### src/rtl/alu_mem_stage.sv
// Execute/memory stage: registered ALU + address generation (E), then data-memory access
// and result select (M); result2 feeds register write-back, dbg_data peeks memory.
module alu_mem_stage #(
  parameter int DATA_WIDTH = 8,
  parameter int ADDR_BITS  = 5
) (
  input  logic                  clk,
  input  logic                  rst,
  input  logic [DATA_WIDTH-1:0] operand1,
  input  logic [DATA_WIDTH-1:0] operand2,
  input  logic [DATA_WIDTH-1:0] offset,
  input  logic [3:0]            opcode,
  input  logic                  sel1,
  input  logic                  sel3,
  input  logic                  w_r,
  output logic [DATA_WIDTH-1:0] result2,
  output logic                  zero,
  output logic                  carry,
  output logic                  illegal_op,
  input  logic [ADDR_BITS-1:0]  dbg_addr,
  output logic [DATA_WIDTH-1:0] dbg_data
);

  localparam int DEPTH = 2 ** ADDR_BITS;
  localparam int SH    = $clog2(DATA_WIDTH);

  logic [DATA_WIDTH-1:0] b_mux;
  logic [DATA_WIDTH-1:0] alu_res;
  logic [DATA_WIDTH:0]   wide;
  logic                  alu_c;
  logic                  alu_ill;

  logic [DATA_WIDTH-1:0] alu_q;
  logic [DATA_WIDTH-1:0] b_q;
  logic [DATA_WIDTH-1:0] rd_q;
  logic                  sel1_q;
  logic                  w_r_q;

  logic [DATA_WIDTH-1:0] mem [DEPTH];
  logic [ADDR_BITS-1:0]  m_addr;

  always_comb begin
    b_mux   = sel3 ? offset : operand2;
    wide    = '0;
    alu_res = '0;
    alu_c   = 1'b0;
    alu_ill = 1'b0;
    case (opcode)
      4'b0000: begin
        wide    = {1'b0, operand1} + {1'b0, b_mux};
        alu_res = wide[DATA_WIDTH-1:0];
        alu_c   = wide[DATA_WIDTH];
      end
      4'b0001: begin
        // top bit of the widened difference is the unsigned borrow
        wide    = {1'b0, operand1} - {1'b0, b_mux};
        alu_res = wide[DATA_WIDTH-1:0];
        alu_c   = wide[DATA_WIDTH];
      end
      4'b0010: alu_res = operand1 & b_mux;
      4'b0011: alu_res = operand1 | b_mux;
      4'b0100: alu_res = operand1 ^ b_mux;
      4'b0101: alu_res = ~operand1;
      4'b0110: alu_res = operand1 << b_mux[SH-1:0];
      4'b0111: alu_res = operand1 >> b_mux[SH-1:0];
      4'b1000: alu_res = operand1;
      4'b1001: alu_res = b_mux;
      4'b1010: alu_res = {{(DATA_WIDTH-1){1'b0}}, operand1 < b_mux};
      4'b1111: alu_res = '0;
      default: alu_ill = 1'b1;
    endcase
  end

  always_ff @(posedge clk or posedge rst) begin
    if (rst) begin
      alu_q      <= '0;
      b_q        <= '0;
      sel1_q     <= 1'b1;
      w_r_q      <= 1'b0;
      zero       <= 1'b1;
      carry      <= 1'b0;
      illegal_op <= 1'b0;
    end else begin
      alu_q      <= alu_res;
      b_q        <= operand2;
      sel1_q     <= sel1;
      w_r_q      <= w_r;
      zero       <= (alu_res == '0);
      carry      <= alu_c;
      illegal_op <= alu_ill;
    end
  end

  // upper ALU bits are dropped, so addresses wrap around the memory
  assign m_addr = alu_q[ADDR_BITS-1:0];

  always_ff @(posedge clk or posedge rst) begin
    if (rst) begin
      rd_q <= '0;
      for (int i = 0; i < DEPTH; i++) mem[i] <= '0;
    end else begin
      rd_q <= mem[m_addr];
      if (w_r_q) mem[m_addr] <= b_q;
    end
  end

  assign result2  = sel1_q ? alu_q : rd_q;
  assign dbg_data = mem[dbg_addr];

endmodule

### config.mk
export PLATFORM = sky130hd
export DESIGN_NAME = alu_mem_stage
export DESIGN_NICKNAME = d
export VERILOG_FILES = /design/src/rtl/alu_mem_stage.sv
export SDC_FILE = /design/constraint.sdc
export NUM_CORES = 1
export LEC_CHECK = 0
export BUFFER_PORTS_ARGS = -buffer_cell sky130_fd_sc_hd__buf_2
export CORE_AREA = 3 3 207 209
export DETAILED_ROUTE_END_ITERATION = 12
export DIE_AREA = 0 0 210 212
export PLACE_DENSITY_LB_ADDON = 0.08
export SYNTH_ARGS = -nofsm -noshare
export SYNTH_HDL_FRONTEND = slang
export SYNTH_SLANG_ARGS = --single-unit
### constraint.sdc
create_clock -name clk -period 9.7 [get_ports clk]
set_input_delay 0.97 -clock clk [delete_from_list [all_inputs] [get_ports clk]]
set_output_delay 0.97 -clock clk [all_outputs]
set_load 0.05 [all_outputs]
==> PnR_summary.wiki, run 1 <==
{| class="wikitable"
! Metric !! Value
|-
| Final weighted congestion in routability-driven placement || 0.940
|-
| Uppermost metal layer occupied by signal nets || met4
|-
| Grt total ovfl || 0
|-
| Number of global-route vias before repair || 11179
|-
| Dominant register cell in the synthesized netlist || dfrtp_1
|-
| Met2 wirelength from detailed routing || 22.6 mm
|-
| Total global-route track usage || 0.224
|-
| Post-route cell area || 0.0183 mm^2
|-
| Length of the first detailed-routing pass in iterations || 5
|-
| Number of primary I/O pins || 57
|-
| Maximum number of pins on one net before global-route repair || 99
|-
| Power Density || 252 mW/mm^2
|-
| Number of enable flip-flop cells after synthesis || 0
|-
| Area added between synthesis and finish || 11.8%
|-
| Tightest Pin Transition || 1250 ps
|-
| Number of antenna violations at the first check in global routing || 0
|-
| Final period util || 0.507
|-
| Total Die Area || 0.0445 mm^2
|-
| Maximum buffer depth of the clock tree || 3
|-
| Met1 Wirelength || 22.5 mm
|-
| Number of flip-flops and latches in the synthesized netlist || 285
|-
| Async set-or-reset flop fraction in the synthesized netlist || 1.00
|-
| Total length of routed met3 wires || 2.66 mm
|-
| Syn_nets || 1236
|-
| R2R Path Start || alu_q[2]
|-
| Leakage power of the design || 7.78 nW
|-
| Max-cap violation count || 0
|-
| Vertical extent of the die || 212 um
|-
| Number of clock sinks seen by CTS || 285
|-
| Share of the synthesized area in the top cell type || 0.434
|-
| Post-Syn Area per Cell || 14.0 um^2
|-
| Clock-pin slew on the worst setup and hold paths || 50 ps
|-
| Die boundary width || 210 um
|-
| Cells resized by post-CTS repair || 0
|-
| Count of input and output buffers || 56
|-
| Fraction of layout cells with a size suffix above 1 || 0.464
|-
| Largest area contributor in the netlist || dfrtp_1
|-
| Worst hold slack || 522 ps
|-
| Worst setup path class || in -> out
|-
| Root Buffer Master || clkbuf_16
|-
| Sum of net half-perimeters after detailed placement || 33.6 mm
|-
| Source of the critical timing path || dbg_addr[0]
|-
| Hold violation total from the final report || 0
|-
| DR WL/cell || 28.3 um
|-
| Warnings, synthesis || 0
|-
| Instance area at placement || 0.0170 mm^2
|-
| Minimum clock period after layout || 4920 ps
|-
| Relative slew margins || 0.162
|-
| Number of setup violations in the final report || 0
|-
| Global-route wire length before repair || 74.1 mm
|-
| Setup TNS || 0 ps
|-
| Share of synthesized area occupied by flip-flops and latches || 0.437
|-
| Overall routed net length || 49.3 mm
|-
| Vias per inst || 6.18
|-
| Final max-slew violation count || 0
|-
| Worst clock skew on the final layout || 15.0 ps
|-
| Clock insertion delay at the later pin of the skew report || 540 ps
|-
| Max Clock Freq || 203 MHz
|-
| Cell types occupying the most area after synthesis || dfrtp_1 43%, mux4_2 20%, mux2_2 19%
|-
| Cell Rows || 74
|-
| Number of standard cells after synthesis || 1170
|-
| Run status || finished clean
|-
| Num CTS Buffers || 35
|-
| Iteration-0 DRC count of the detailed router || 734
|-
| Highest fanout seen on the critical path || 36
|-
| Number of H-tree branching levels || 2
|-
| Initial core utilization || 0.398
|-
| Most common library cell in the layout ignoring fill and taps || dfrtp_1
|-
| Most used cells in the layout excluding fill and tap cells || 281 x dfrtp_1, 275 x mux2_2, 144 x mux4_2, 54 x buf_2, 50 x nor2_1
|-
| Worst min-delay path startpoint || mem[11]
|-
| CTS tree || yes
|-
| Crit path required time || 8730 ps
|-
| Net count reported at finish || 1251
|-
| Cell area after synthesis || 0.0163 mm^2
|-
| Critical path data arrival time || 3950 ps
|-
| Remaining DRCs || 0
|-
| Crit path capture type || output pin
|-
| Ant. Diodes || 0
|-
| Setup repair after global routing missed its margin || false
|-
| Via count of the routed design || 10767
|-
| Count of hold-fix buffers inserted at cts || 0
|-
| Number of distinct library cells after synthesis || 68
|-
| Peak VDD IR || 0.159 mV
|-
| Critical Path Start Type || input pin
|-
| Area of the core region || 0.0410 mm^2
|-
| Count of nets left with antenna violations after detail routing || 0
|-
| Class of the most critical hold timing path || reg -> reg
|-
| Number of post-CTS setup repair buffers || 0
|}
## power breakdown
group / internal (mW) / total [mW] / switching [mW]
registers: 1.58 / 1.91 / 0.328
clock network: 0.850 / 1.38 / 0.529
logic: 0.767 / 1.31 / 0.542
## cells in the mapped netlist (3+ instances only)
cell / number
a2111oi_0: 3
a211oi_1: 7
a21oi_1: 16
a22oi_1: 36
and2_1: 5
buf_1: 24
buf_2: 3
clkbuf_1: 60
dfrtp_1: 283
ha_1: 26
inv_1: 28
mux2_2: 275
mux2i_1: 16
mux4_2: 144
nand2_1: 43
nand2b_1: 9
nand3_1: 6
nand3b_1: 4
nand4_1: 11
nor2_1: 50
nor2b_1: 4
nor3_1: 7
nor3b_1: 4
nor4_1: 3
o2111ai_1: 4
o211ai_1: 3
o21ai_0: 15
o22a_1: 3
o22ai_1: 10
o31ai_1: 3
o32ai_1: 4
or3_1: 6
xnor2_1: 6
## state kept, by name, indices dropped and copies added, names as in the netlist
name,cells
b_q,8
sel1_q,1
carry,1
w_r_q,1
mem,256
zero,1
illegal_op,1
alu_q,8
rd_q,8
## metal layers
metal | vias up | global-route usage
li1 | 4580 | -
met1 | 5783 | 0.325
met2 | 313 | 0.342
met3 | 91 | 0.0370
met4 | 0 | 0.0800
met5 | - | 0
## cells by family after synthesis
logic type / Yosys count / synth area share
xor+xnor: 6 / 0.00322
fa+ha+maj: 28 / 0.0224
mux: 439 / 0.402
flops: 285 / 0.437
compound gates: 128 / 0.0562
simple gates: 166 / 0.0509
buf+inv: 118 / 0.0281
## worst max-delay path: stages
cell,delay [ps]
buf_4,500
buf_4,720
mux4_2,610
mux4_2,550
mux2_2,320
buf_2,220
## final cells by class
cell class,count,area [um^2]
clock buffer,48,1030
clock inverter,15,188
fill,3710,22800
inverter,30,125
multi-input combinational,767,8740
sequential,285,7140
tap,532,666
timing repair buffer,66,360
## stage by stage
stage | util | worst slack, ps | power [mW] | cells
CTS | 0.445 | 4700 | 4.65 | 1743
floorplan | - | 869 | 2.86 | 1170
global route | 0.445 | 4600 | 4.83 | 1743
detailed placement | 0.415 | 4540 | 3.24 | 1680
global placement | 0.415 | 4620 | 3.23 | 1680
finish | 0.445 | 4780 | 4.60 | 1743
## worst paths after layout
path	slack, ps	depth (start not counted)	to
worst max-delay path	4780	6	dbg_data[0]
worst min-delay path	520	1	mem[11]
worst max register to register	6710	4	mem[93]
worst min register to register	520	1	mem[11]
max in group asynchronous	6930	4	alu_q[0]
min in group asynchronous	560	2	mem[21]
Note: power is estimated with default switching activity, not from simulation.
==> run 2, diff against run 1 <==
- ABC_AREA: not set -> 1
- clock period: 9.7 -> 4.6 ns (I/O delays scaled with it)
==> run 2 against run 1 <==
Compared with the run above:
- die area did not move
- clock skew up 2.5 ps
- highest routed layer unchanged
- synthesized area rose by 0.72%
- register-to-register slack worse by 5300 ps
- synthesized cell count is 89% higher
- critical endpoint is now dbg_data[1]
- sequential share of layout area fell by 0.076 points
- final area increased by 0.12%
- critical path type unchanged
- global-route usage grew 6.4 points
==> PnR_summary.wiki, run 2 <==
{| class="wikitable"
! Metric !! Value
|-
| Critical path data arrival time || 3110 ps
|-
| Via count of the routed design || 16297
|-
| Final max-slew violation count || 0
|-
| Area added between synthesis and finish || 11.1%
|-
| Share of synthesized area occupied by flip-flops and latches || 0.434
|-
| Post-Syn Area per Cell || 7.43 um^2
|-
| GRT met1 Usage || 0.427
|-
| Num CTS Buffers || 35
|-
| Vertical extent of the die || 212 um
|-
| Remaining DRCs || 0
|-
| Highest fanout seen on the critical path || 73
|-
| Leading post-synthesis cells by instance count || 494 x nand2_1, 406 x o21ai_0, 283 x dfrtp_1, 176 x nor2_1, 160 x inv_1
|-
| Storage element area || 0.00714 mm^2
|-
| Crit path capture type || output pin
|-
| Worst hold slack || 27.7 ps
|-
| Max Clock Freq || 280 MHz
|-
| Run status || finished clean
|-
| Final weighted congestion in routability-driven placement || 0.976
|-
| Sum of net half-perimeters after detailed placement || 44.0 mm
|-
| Delay of the slowest cell on the worst path || 390 ps
|-
| Most frequent CP cell || buf_2
|-
| Max-cap violation count || 0
|-
| Number of standard cells after synthesis || 2214
|-
| Final design utilization || 0.446
|-
| Reg-to-reg setup timing slack || 1440 ps
|-
| Number of setup violations in the final report || 0
|-
| Grt total ovfl || 0
|-
| Length of the first detailed-routing pass in iterations || 8
|-
| Clock insertion delay at the later pin of the skew report || 550 ps
|-
| Final period util || 0.775
|-
| Largest area contributor in the netlist || dfrtp_1
|-
| DR WL/cell || 23.5 um
|-
| Warnings, synthesis || 0
|-
| Cell Rows || 74
|-
| Endpoint of the worst register-to-register path || rd_q[5]
|-
| Length in cells of the worst reg-to-reg path || 9
|-
| Largest delay share family, worst path || buffers and inverters
|-
| Vias per inst || 5.93
|-
| Clock-pin slew on the worst setup and hold paths || 50 ps
|-
| Busiest grt layer || met2
|-
| Post-route cell area || 0.0183 mm^2
|-
| Flip-flop count of the largest register, all copies and words added || 256
|-
| Initial core utilization || 0.401
|-
| Critical Path Start Type || input pin
|-
| Global routing usage on met2 || 0.438
|-
| Total Die Area || 0.0445 mm^2
|-
| Peak VDD IR || 0.204 mV
|-
| Top reg by flops || mem
|-
| Number of flip-flops and latches in the synthesized netlist || 285
|-
| Leakage power of the design || 8.04 nW
|-
| Critical path, cell by cell || buf_2 > clkinv_2 > buf_12 > buf_4 > o21ai_0 > o211ai_1 > nand3_1 > nand2_1 > nor2_1 > a31oi_1 > buf_2
|-
| CP bufs+invs || 5
|-
| Ant. Diodes || 0
|-
| Number of clock sinks seen by CTS || 285
|-
| Cell types occupying the most area after synthesis || dfrtp_1 43%, o21ai_0 12%, nand2_1 11%
|-
| Number of H-tree branching levels || 2
|-
| Relative slew margins || 0.137
|-
| Count leader, synth || nand2_1
|-
| Power Density || 506 mW/mm^2
|-
| Die boundary width || 210 um
|-
| Dominant register cell in the synthesized netlist || dfrtp_1
|-
| Number of filler cells placed in the layout || 4220
|-
| R2R Path Start || alu_q[0]
|-
| Number of enable flip-flop cells after synthesis || 0
|-
| Global-route wire length before repair || 97.7 mm
|-
| Cell area after synthesis || 0.0164 mm^2
|-
| Maximum buffer depth of the clock tree || 3
|-
| Share of the synthesized area in the top cell type || 0.431
|-
| Setup TNS || 0 ps
|-
| Minimum clock period after layout || 3570 ps
|-
| Iteration-0 DRC count of the detailed router || 2093
|-
| Overall routed net length || 64.5 mm
|-
| Root Buffer Master || clkbuf_16
|-
| Global-route track usage on met3 || 0.0444
|-
| Most used cells in the layout excluding fill and tap cells || 494 x nand2_1, 406 x o21ai_0, 281 x dfrtp_1, 175 x nor2_1
|-
| Area occupied by multi-input gates || 0.00805 mm^2
|-
| Syn_nets || 2280
|-
| CTS tree || yes
|-
| Area of the core region || 0.0410 mm^2
|-
| Number of antenna violations at the first check in global routing || 0
|-
| Crit path required time || 4140 ps
|-
| Setup repair after global routing missed its margin || false
|-
| Class of the most critical hold timing path || in -> async
|-
| Fraction of layout cells with a size suffix above 1 || 0.0813
|-
| Number of distinct library cells after synthesis || 40
|-
| Total global-route track usage || 0.288
|-
| Net count reported at finish || 2254
|-
| Hold violation total from the final report || 0
|-
| Total chip power || 9.24 mW
|-
| Count of input and output buffers || 56
|-
| Instance area at placement || 0.0171 mm^2
|-
| Number of global-route vias before repair || 15043
|-
| Worst clock skew on the final layout || 17.6 ps
|-
| Count of nets left with antenna violations after detail routing || 0
|-
| Slowest stage cell, crit path || a31oi_1
|-
| Maximum number of pins on one net before global-route repair || 140
|-
| Tightest Pin Transition || 1290 ps
|-
| Worst setup path class || in -> out
|-
| Number of primary I/O pins || 57
|-
| Most common library cell in the layout ignoring fill and taps || nand2_1
|-
| Async set-or-reset flop fraction in the synthesized netlist || 1.00
|}
-- run 2: timing repair --
action / 4_1_cts / 5_1_grt
hold buffers: 2 / 0
endpoints found under the hold margin: 2 / 0
gates resized for setup: 0 / 0
setup buffers: 0 / 0
-- run 2: through the flow --
stage / std cells / setup slack (ps)
2_1_floorplan: 2214 / 364
3_3_place_gp: 2681 / 1270
3_5_place_dp: 2681 / 1260
4_1_cts: 2746 / 1240
5_1_grt: 2746 / 963
6_report: 2746 / 1030
-- run 2: report_power, final --
part / switching, mW / internal [mW] / total (mW)
logic: 1.64 / 0.852 / 2.50
clock network: 1.11 / 1.69 / 2.81
registers: 0.662 / 3.28 / 3.94
total: 3.42 / 5.83 / 9.24
-- run 2: layout make-up --
cell class | instances | area share
sequential | 285 | 0.391
tap | 532 | 0.0364
clock inverter | 3 | 0.00233
inverter | 168 | 0.0349
clock buffer | 60 | 0.0609
multi-input combinational | 1605 | 0.441
timing repair buffer | 93 | 0.0342
-- run 2: worst max-delay path by stage --
stage / cells past startpoint / endpoint / slack [ps] / startpoint
2_1_floorplan: 1 / alu_q[0] / 360 / rst
6_report: 11 / dbg_data[1] / 1030 / dbg_addr[1]
4_1_cts: 11 / dbg_data[1] / 1240 / dbg_addr[1]
3_5_place_dp: 11 / dbg_data[1] / 1260 / dbg_addr[1]
5_1_grt: 11 / dbg_data[1] / 960 / dbg_addr[1]
3_3_place_gp: 11 / dbg_data[1] / 1270 / dbg_addr[1]
-- run 2: kinds of logic after synthesis --
group | synth area share
fa+ha+maj | 0.0222
mux | 0.00274
compound gates | 0.242
buf+inv | 0.0781
flops | 0.434
simple gates | 0.222
-- run 2: metal layers --
metal / vias to the layer above / wire length [um]
met2: 836 / 28200
met5: - / 0
met3: 118 / 5750
li1: 7485 / -
met1: 7858 / 28700
met4: 0 / 1830
==> run 3, diff against run 2 <==
- clock period: 4.6 -> 3.3 ns (I/O delays scaled with it)
==> run 3 against run 2 <==
Compared with the run above:
- critical path type unchanged
- total power is 40% higher
- combinational power is 44% higher
- clock-buffer cell count is 8 lower
- via count is 0.23% higher
==> PnR_summary.wiki, run 3 (synthesis gave the netlist of run 2 again) <==
{| class="wikitable"
! Metric !! Value
|-
| Max-cap violation count || 0
|-
| Count of input and output buffers || 56
|-
| Number of placed instances with taps included || 2723
|-
| Minimum clock period after layout || 2950 ps
|-
| Vias per inst || 5.84
|-
| Final max-slew violation count || 0
|-
| Area added between synthesis and finish || 13.6%
|-
| Most common library cell in the layout ignoring fill and taps || nand2_1
|-
| Smallest setup slack after layout || 352 ps
|-
| Clock insertion delay at the later pin of the skew report || 560 ps
|-
| Post-route cell area || 0.0187 mm^2
|-
| Area of the core region || 0.0410 mm^2
|-
| Fin cells || 2795
|-
| Num CTS Buffers || 36
|-
| Maximum number of pins on one net before global-route repair || 77
|-
| Fraction of layout cells with a size suffix above 1 || 0.0990
|-
| Sum of net half-perimeters after detailed placement || 45.8 mm
|-
| Number of setup violations in the final report || 0
|-
| Relative slew margins || 0.297
|-
| Most used cells in the layout excluding fill and tap cells || 494 x nand2_1, 406 x o21ai_0, 281 x dfrtp_1, 175 x nor2_1
|-
| Max Clock Freq || 339 MHz
|-
| Final period util || 0.893
|-
| Ant. Diodes || 0
|-
| Run status || finished clean
|-
| Vertical extent of the die || 212 um
|-
| Number of H-tree branching levels || 2
|-
| Maximum buffer depth of the clock tree || 3
|-
| Delay of the slowest cell on the worst path || 450 ps
|-
| Leakage power of the design || 8.28 nW
|-
| Peak VDD IR || 0.440 mV
|-
| Highest fanout seen on the critical path || 58
|-
| Power Density || 690 mW/mm^2
|-
| Worst hold slack || 17.9 ps
|-
| Initial core utilization || 0.401
|-
| CTS tree || yes
|-
| Grt total ovfl || 0
|-
| Pre-CTS WS || 486 ps
|-
| Critical path data arrival time || 2620 ps
|-
| Flip-flop count of the largest register, all copies and words added || 256
|-
| Tightest Pin Transition || 1050 ps
|-
| DR WL/cell || 23.8 um
|-
| Hold violation total from the final report || 0
|-
| Number of global-route vias before repair || 15641
|-
| Clock-pin slew on the worst setup and hold paths || 60 ps
|-
| Root Buffer Master || clkbuf_16
|-
| Number of clock sinks seen by CTS || 285
|-
| Total chip power || 12.9 mW
|-
| Number of antenna violations at the first check in global routing || 2
|-
| Crit path capture type || output pin
|-
| Number of filler cells placed in the layout || 4207
|-
| Class of the most critical hold timing path || in -> async
|-
| Crit path required time || 2970 ps
|-
| Critical path, cell by cell || buf_2 > clkinv_2 > buf_12 > o21ai_0 > o21ai_0 > nor2_1 > nor2_1 > o21ai_0 > nand2_1 > nor2_1 > a21oi_1 > buf_2
|-
| Net count reported at finish || 2305
|-
| Overall routed net length || 66.7 mm
|-
| Largest delay share family, worst path || buffers and inverters
|-
| CP bufs+invs || 4
|-
| Length of the first detailed-routing pass in iterations || 8
|-
| Critical Path Start Type || input pin
|-
| Top reg by flops || mem
|-
| Cell Rows || 74
|-
| Final weighted congestion in routability-driven placement || 0.984
|-
| Worst clock skew on the final layout || 33.0 ps
|-
| Die boundary width || 210 um
|-
| Total global-route track usage || 0.300
|-
| Global-route wire length before repair || 102 mm
|-
| Remaining DRCs || 0
|-
| Via count of the routed design || 16334
|-
| Iteration-0 DRC count of the detailed router || 2239
|-
| Setup repair after global routing missed its margin || false
|-
| Slowest stage cell, crit path || o21ai_0
|-
| Count of nets left with antenna violations after detail routing || 0
|-
| Worst setup path class || in -> out
|-
| Cells resized by post-CTS repair || 0
|-
| Instance area at placement || 0.0175 mm^2
|-
| Total Die Area || 0.0445 mm^2
|-
| Number of primary I/O pins || 57
|}
-- run 3: changes by cell type in the layout (fill, tap and decap cells not counted) --
cell	change
clkbuf_8	-2
buf_4	+38
clkinv_8	+1
clkbuf_1	-5
clkinvlp_4	+1
nor3_2	-2
buf_12	+4
dlygate4sd3_1	+8
nor3_1	+2
clkbuf_16	-1
clkinv_2	+4
inv_6	+1
-- run 3: worst reg2reg max path, stage by stage (launching register included) --
cell and delay (ps):
dfrtp_2 610, nor2_4 480, buf_4 340, buf_4 290, a221oi_1 190, o21ai_0 540
nor2_1 110, nand2_1 90
-- run 3: what timing repair did --
item                      in CTS  in global routing
hold endpoints to repair      10                  0
setup buffers                  0                  0
hold buffers                  10                  0
-- run 3: final timing paths --
check | slack, ps | start | to | depth (start not counted)
worst max-delay path | 350 | dbg_addr[1] | dbg_data[6] | 12
worst min-delay path | 20 | rst | mem[84] | 2
worst max register to register | 580 | alu_q[1] | rd_q[7] | 7
worst min register to register | 480 | mem[6] | mem[6] | 2
max in group asynchronous | 2370 | rst | b_q[3] | 3
min in group clk | 70 | opcode[2] | illegal_op | 2
-- run 3: layout make-up --
| type | count | area (um^2) | share of cell area |
|---|---|---|---|
| Clock buffer | 52 | 1040 | 0.0557 |
| Timing Repair Buffer | 143 | 1070 | 0.0573 |
| Sequential cell | 285 | 7140 | 0.382 |
| Clock inverter | 10 | 95.1 | 0.00509 |
| Inverter | 168 | 638 | 0.0341 |
| Tap cell | 532 | 666 | 0.0356 |
| Multi-Input combinational cell | 1605 | 8040 | 0.430 |
-- run 3: through the flow --
stage           util  TNS, ps
3_3_place_gp   0.426        0
4_1_cts        0.456        0
2_1_floorplan      -  -227990
5_1_grt        0.456        0
3_5_place_dp   0.426        0
6_report       0.456        0
-- run 3: power breakdown --
group	total (mW)	internal [mW]	switching, mW	leakage (nW)
registers	5.40	4.57	0.831	3.75
clock network	3.88	2.27	1.61	0.556
logic	3.61	1.26	2.36	3.97
total	12.9	8.10	4.80	8.28
-- run 3: layer usage --
layer  vias up  wire (um)  GRT usage  share of wire
met5         -          8          0        0.00012
met4         2       2470      0.104          0.037
met3       138       5750     0.0590          0.086
met2       821      29400      0.464           0.44
met1      7784      29000      0.424           0.43
li1       7589          -          -              -
